## src/rtl/bpu_resolve_ctrl.sv

```systemverilog
// In-order queue of predicted, unresolved branches between fetch and the gshare predictor.
// Retires the head on EX resolution, drives the predictor update port, and flags mispredicts with a redirect PC.
module bpu_resolve_ctrl #(
  parameter int GSHARE_BITS_NUM      = 5,
  parameter int OPTION_OPERAND_WIDTH = 10,
  parameter int DEPTH                = 4
) (
  input  logic                            clk,
  input  logic                            rst,
  input  logic                            f_valid,
  input  logic                            f_pred,
  input  logic [GSHARE_BITS_NUM-1:0]      f_idx,
  input  logic [OPTION_OPERAND_WIDTH-1:0] f_pc,
  output logic                            f_stall,
  input  logic                            ex_valid,
  input  logic                            ex_taken,
  input  logic [OPTION_OPERAND_WIDTH-1:0] ex_target,
  output logic                            upd_valid,
  output logic                            upd_taken,
  output logic [GSHARE_BITS_NUM-1:0]      upd_idx,
  output logic                            mispredict,
  output logic [OPTION_OPERAND_WIDTH-1:0] redirect_pc,
  output logic [$clog2(DEPTH):0]          occupancy,
  output logic                            err_underflow
);

  localparam int AW = $clog2(DEPTH);

  localparam logic [1:0] IDLE  = 2'd0;
  localparam logic [1:0] TRACK = 2'd1;
  localparam logic [1:0] FLUSH = 2'd2;

  logic [1:0]                      state;
  logic                            q_pred [DEPTH];
  logic [GSHARE_BITS_NUM-1:0]      q_idx  [DEPTH];
  logic [OPTION_OPERAND_WIDTH-1:0] q_pc   [DEPTH];
  logic [AW-1:0]                   rd_ptr, wr_ptr;
  logic [AW:0]                     count, count_nx;

  logic full, in_flush, push, pop, mp;
  logic [OPTION_OPERAND_WIDTH-1:0] head_pc_inc;

  // f_stall is a function of registered state only, so fetch sees no combinational path from EX.
  assign full      = (count == (AW+1)'(DEPTH));
  assign in_flush  = (state == FLUSH);
  assign f_stall   = full | in_flush;
  assign push      = f_valid & ~f_stall;
  assign pop       = ex_valid & ~in_flush & (count != '0);
  assign mp        = pop & (q_pred[rd_ptr] ^ ex_taken);
  assign occupancy = count;
  assign head_pc_inc = q_pc[rd_ptr] + OPTION_OPERAND_WIDTH'(1);

  always_comb begin
    count_nx = count;
    if (push && !pop) count_nx = count + (AW+1)'(1);
    else if (pop && !push) count_nx = count - (AW+1)'(1);
  end

  // Storage needs no reset: entries are only read while counted as occupied.
  always_ff @(posedge clk) begin
    if (push && !mp) begin
      q_pred[wr_ptr] <= f_pred;
      q_idx[wr_ptr]  <= f_idx;
      q_pc[wr_ptr]   <= f_pc;
    end
  end

  always_ff @(posedge clk or posedge rst) begin
    if (rst) begin
      state         <= IDLE;
      rd_ptr        <= '0;
      wr_ptr        <= '0;
      count         <= '0;
      upd_valid     <= 1'b0;
      upd_taken     <= 1'b0;
      upd_idx       <= '0;
      mispredict    <= 1'b0;
      redirect_pc   <= '0;
      err_underflow <= 1'b0;
    end else begin
      upd_valid  <= pop;
      mispredict <= mp;
      if (pop) begin
        upd_taken   <= ex_taken;
        upd_idx     <= q_idx[rd_ptr];
        redirect_pc <= ex_taken ? ex_target : head_pc_inc;
      end
      if (ex_valid && !in_flush && count == '0) err_underflow <= 1'b1;

      // A mispredict discards everything, including a same-cycle push.
      if (mp) begin
        rd_ptr <= '0;
        wr_ptr <= '0;
        count  <= '0;
      end else begin
        if (push) wr_ptr <= wr_ptr + AW'(1);
        if (pop)  rd_ptr <= rd_ptr + AW'(1);
        count <= count_nx;
      end

      case (state)
        IDLE:    if (push) state <= TRACK;
        TRACK: begin
          if (mp) state <= FLUSH;
          else if (pop && !push && count == (AW+1)'(1)) state <= IDLE;
        end
        FLUSH:   state <= IDLE;
        default: state <= IDLE;
      endcase
    end
  end

endmodule

```

## config.mk

```make
export PLATFORM = sky130hd
export DESIGN_NAME = bpu_resolve_ctrl
export DESIGN_NICKNAME = d
export VERILOG_FILES = /design/src/rtl/bpu_resolve_ctrl.sv
export SDC_FILE = /design/constraint.sdc
export NUM_CORES = 1
export LEC_CHECK = 0
export ABC_CLOCK_PERIOD_IN_PS = 2100
export CAP_MARGIN = 15
export CELL_PAD_IN_SITES_DETAIL_PLACEMENT = 1
export CELL_PAD_IN_SITES_GLOBAL_PLACEMENT = 1
export CORE_ASPECT_RATIO = 0.7
export CORE_MARGIN = 2
export CORE_UTILIZATION = 37
export CTS_CLUSTER_SIZE = 40
export DETAILED_ROUTE_END_ITERATION = 10
export MAX_ROUTING_LAYER = met4
export PLACE_DENSITY = 0.73
export SETUP_SLACK_MARGIN = 0.1
export SLEW_MARGIN = 20
export SYNTH_ARGS = -nofsm -noshare
export SYNTH_HDL_FRONTEND = slang
export SYNTH_SLANG_ARGS = --single-unit
export TNS_END_PERCENT = 30
```

## constraint.sdc

```tcl
create_clock -name clk -period 2.1 [get_ports clk]
set_input_delay 0.21 -clock clk [delete_from_list [all_inputs] [get_ports clk]]
set_output_delay 0.21 -clock clk [all_outputs]
set_load 0.005 [all_outputs]
```

# Yosys cells after proc, flatten, opt, wreduce, memory -nomap -nowiden
# Memory sizes are Yosys's and may differ from the RTL's. A register that Yosys moved wholly into a read port is not among the register bits.
# Cells that the tools add are included.
dict set report word_totals {
  ff_bits 23
  wordCells 62
  mem_bits_rw 64
  in_bits 31
  output_inout_bits 23
  n_memories 3
}
dict set report op_classes {
  bitwise_logic 8
  n_addsub 5
  n_mux 14
  n_eq_ne 6
  n_reduce_logical 17
}
# name depth word_bits read_ports rd_clocked_by_memory_dff wr line
set memory_table {}
lappend memory_table {q_pc 4 10 1 0 1 36} ;# logic [OPTION_OPERAND_WIDTH-1:0] q_pc [DEPTH];
lappend memory_table {q_idx 4 5 1 1 1 35} ;# logic [GSHARE_BITS_NUM-1:0] q_idx [DEPTH];
lappend memory_table {q_pred 4 1 1 0 1 34} ;# logic q_pred [DEPTH];
# op n
set ops {}
lappend ops {{2-bit two-way mux} 7}
lappend ops {{10-bit by 1-bit adder with 10-bit output, second input constant} 1}
lappend ops {{10-bit two-way mux} 1}
lappend ops {{3-bit two-way mux} 3}
lappend ops {{1-bit logical AND} 6}
lappend ops {{3-bit nonzero test} 2}
lappend ops {{2-bit by 1-bit adder with 2-bit output, second input constant} 2}
lappend ops {{1-bit bitwise AND} 4}
lappend ops {{1-bit logical NOT} 4}
lappend ops {{2-bit case mux with 2 select lines} 1}
lappend ops {{2-bit nonzero test} 2}
lappend ops {{3-bit by 1-bit adder with 3-bit output, second input constant} 1}
lappend ops {{3-bit by 1-bit equality test with 1-bit output, second input constant} 1}
lappend ops {{3-bit equality test, second input constant} 1}
lappend ops {{3-bit logical NOT} 1}
lappend ops {{3-bit != test, second input constant} 1}
lappend ops {{3-bit by 1-bit subtractor with 3-bit output, second input constant} 1}
lappend ops {{2-bit by 1-bit equality test with 1-bit output, second input constant} 1}
lappend ops {{2-bit equality test, second input constant} 1}
lappend ops {{2-bit logical NOT} 1}
lappend ops {{1-bit two-way mux} 2}
lappend ops {{2-bit != test, second input constant} 1}
lappend ops {{1-bit inverter} 2}
lappend ops {{2-bit AND reduction} 1}
lappend ops {{2 further kinds} 2}

# Longest topological paths before layout
dict set report depth {
  depth_word 10
  depth_mapped 9
  mapped_depth_nobuf 8
}

# Worst setup path after synthesis
# No wires, ideal clock.
dict set report synth_timing {
  path_type {reg2reg}
  startpoint {register rd_ptr[0]}
  endpoint {memory q_idx[0][0], enable pin}
  period_less_slack_ns 2.309
  t_required_ns 1.726
  path_buffers 0
  setup_ns 0.374
  path_stages_with_launch 6
  t_arrival_ns 1.935
  setup_slack_ns -0.209
  cell_sequence {dfrtp_1 -> mux4_1 -> xnor2_1 -> nor2_2 -> nor2_1 -> and2_1}
}
dict set report synth_between {
  elab_chain_len 7
}
# element line
set synth_lines {}
lappend synth_lines {{start, declared} 37} ;# logic [AW-1:0] rd_ptr, wr_ptr;
lappend synth_lines {{start signal, assigned} 97} ;# if (pop) rd_ptr <= rd_ptr + AW'(1);
lappend synth_lines {{memory 4 x 1 bit} n/a}
lappend synth_lines {{1-bit bitwise XOR} 49} ;# assign mp = pop & (q_pred[rd_ptr] ^ ex_taken);
lappend synth_lines {{1-bit bitwise AND} 49}
lappend synth_lines {{net mp} 40} ;# logic full, in_flush, push, pop, mp;
lappend synth_lines {{1-bit logical NOT} 61} ;# if (push && !mp) begin
lappend synth_lines {{1-bit logical AND} 61}
lappend synth_lines {{1-bit two-way mux} 61}
lappend synth_lines {{1-bit two-way mux (not written as such)} 63} ;# q_idx[wr_ptr] <= f_idx;
lappend synth_lines {{end, declared} 35}
# The timed path passes the listed nets, and every way through them passes these cells.

# Worst setup path in the final report
dict set report layout_timing {
  startpoint {register rd_ptr[0]}
  endpoint {memory q_idx[1][2], enable pin}
}
# Same word-level chain as after synthesis.

==> flow_summary.toml <==
[run]
maxCapViolations = 0

[drt]
wirelength_microns = 9610
vias_per_cell = 5.20
ant_nets = 0
drt_iter0_drc = 153
first_pass_iters = 4
post-route-drc-count = 0
wire_per_inst_microns = 20.2
vias = 2475

[clock_network]
cts_tree = "yes"
cts_root_buf = "clkbuf_16"
clk_path_buf_depth = 2
path_clk_slew_ns = 0.06
clock_latency_ns = 0.34
cts_buffers = 9
cts.sinks = 92
htreeDepth = 3

[final_layout]
nets = 379
fin_cells = 476
final_layout_size_suffix_gt1_frac = 0.224
syn2layout_area_growth_pct = 32.2
n_antenna_cell = 0

[worst_setup_path]
reg2reg_depth = 6
critPathArrivalTime_ns = 2.11
critical_path_class = "reg -> reg"
ff2ff_setup_slack_ns = 0.05
crit_required_ns = 2.16
critPathMaxFanout = 6
r2r_end = "q_idx[1][2]$_DFFE_PP_"
reg2reg_from = "rd_ptr[0]$_DFFE_PP0P_"
start_kind = "flop"
end_kind = "flop"

[global_route]
grt_pass1_vias = 2546
track_usage = 0.187
antenna_found_initial = 0
grt_pass1_wl_microns = 14800
grt-ovfl-total = 0
grt_max_degree = 29

[logic_synthesis]
ys_ff_latch = 92
ys_types = 40
yosysTopAreaCell = "edfxtp_1"
synthFlopType = "edfxtp_1"
postSynthAreaPerCell_sq_um = 15.2
ys_seq_area_frac = 0.677
synth_edf_count = 64
synth_common_cells = "edfxtp_1, nand2_1, dfrtp_1"
yosysWarnings = 0
synth_cells = 255
synth_nets = 295
synth.top_cell.area_share = 0.496
syn_area_sq_um = 3870
synth_area_leaders = "edfxtp_1, dfrtp_1, mux4_2"
async_flop_share = 0.304
synth_most_common_cell = "edfxtp_1"

[power]
p_int_uw = 4760
netSwitchingPower_uw = 2370
combPwrFrac = 0.410
clkPwrFrac = 0.213
p_leak_uw = 0.00190
max-vdd-ir-drop_mv = 0.663
seq_power_share = 0.377
switching_share = 0.332
powerDensity_nw_per_um2 = 1390

[floorplan]
dieArea_sq_um = 11300
boundaryPins = 54
start_util = 0.377
die_h_microns = 89.6
coreArea_sq_um = 10300
rows = 31
die_w_microns = 126

[placed_design]
numPortBuffers = 53
finalWeightedCongestion = 0.729
hpwl_microns = 6100
dp_cells = 448

[sta]
fmax_mhz = 489
fin_setup_tns_ns = 0
relSlewSlack = 0.735
worst_pin_slew_ns = 0.397
slew_viol_final = 0
hold_violations = 0
setup_viol = 0
finClkSkew_ns = 0.00442
rsz0062_at_grt = "true"
min_period_over_period = 0.974
fin_crit_ns = 2.05

[hold_path]
hold_path_class = "in -> async"

[status]
status = "complete, no violations"
-- cell families after synthesis --
logic type      share of synthesized area
xor+xnor                           0.0226
compound gates                     0.0462
fa+ha+maj                          0.0317
simple gates                        0.101
mux                                 0.102
buf+inv                            0.0194
flops                               0.677
-- per-layer routing --
metal | vias up | global-route usage | wire [microns]
li1 | 1120 | - | -
met1 | 1275 | 0.233 | 4200
met2 | 66 | 0.304 | 4800
met3 | 14 | 0.0586 | 532
met4 | 0 | 0.0440 | 87
met5 | - | - | 0
-- power by group through the flow --
stage                     Clock [uW]  Sequential, uW  Combinational, uW
after detailed placement           0            2720               2580
after global placement             0            2690               2480
after global routing            1620            2740               3180
after floorplan                    0            2670               1480
final                           1520            2690               2920
after CTS                       1560            2690               2810
-- through the flow --
stage / cell area (sq um) / total power [uW] / hold slack (ns) / util / worst slack, ns
4_1_cts: 5070 / 7050 / 0.277 / 0.493 / 0.0413
6_report: 5120 / 7130 / 0.255 / 0.498 / 0.0543
3_5_place_dp: 4670 / 5300 / 0.457 / 0.455 / -0.0764
3_3_place_gp: 4670 / 5170 / 0.440 / 0.455 / 0.000776
5_1_grt: 5120 / 7540 / 0.296 / 0.498 / 0.00457
2_1_floorplan: 3890 / 4150 / 0.275 / - / 0.110
-- worst max-delay path, stage by stage (launching register included) --
cell       delay [ns]
dfrtp_2          0.40
mux4_2           0.53
xnor2_2          0.20
nor2_2           0.08
nor2_4           0.11
and2_4           0.17
bufbuf_16        0.26
-- repair_timing --
action	CTS	global route
pin swaps	6	3
cloned	4	0
buffers inserted	5	3
setup endpoints to repair	69	67
hold buffers	0	0
resized for setup	7	12
-- layout by cell type, fill, tap and decap left out, types with 3 or more instances in the layout --
cell type,Yosys,final
a21oi_1,8,8
and2_4,0,7
buf_4,0,24
clkbuf_16,0,9
clkdlybuf4s50_1,0,53
dfrtp_1,28,27
edfxtp_1,64,64
ha_1,9,8
inv_1,7,5
mux4_2,12,15
nand2_1,32,32
nand2b_1,5,5
nand3_1,7,5
nand4_1,3,3
nor2_1,12,11
o21ai_0,12,12
o22ai_1,3,3
xnor2_1,6,5
xor2_1,4,4
-- registers in the layout, indices dropped and copies added (netlist names) --
| register | cells |
|---|---|
| q_pc | 40 |
| q_idx | 20 |
| redirect_pc | 10 |
| upd_idx | 5 |
| q_pred | 4 |
| occupancy | 3 |
| rd_ptr | 2 |
| state | 2 |
| wr_ptr | 2 |
| err_underflow | 1 |
| mispredict | 1 |
| upd_taken | 1 |
| upd_valid | 1 |
-- how the worst max path moves through the flow --
stage,startpoint,end,slack (ns),cells after the start
finish,rd_ptr[0]$_DFFE_PP0P_,q_idx[1][2]$_DFFE_PP_,0.05,6
global route,rd_ptr[0]$_DFFE_PP0P_,rd_ptr[1]$_DFFE_PP0P_,0.005,7
CTS,occupancy[1]$_DFFE_PP0P_,redirect_pc[5]$_DFFE_PP0P_,0.04,9
detailed placement,rd_ptr[0]$_DFFE_PP0P_,q_pc[1][8]$_DFFE_PP_,-0.08,5
global placement,rd_ptr[0]$_DFFE_PP0P_,redirect_pc[5]$_DFFE_PP0P_,0.0008,8
floorplan,rd_ptr[0]$_DFFE_PP0P_,q_idx[0][0]$_DFFE_PP_,0.11,5
-- final cells by class --
type	count	area, sq um
multi-input combinational	149	1250
timing repair buffer	80	783
fill	1012	5160
inverter	7	26.3
sequential	92	2620
clock buffer	10	239
clock inverter	6	37.5
tap	132	165
Power figures use the tool's default switching activity.
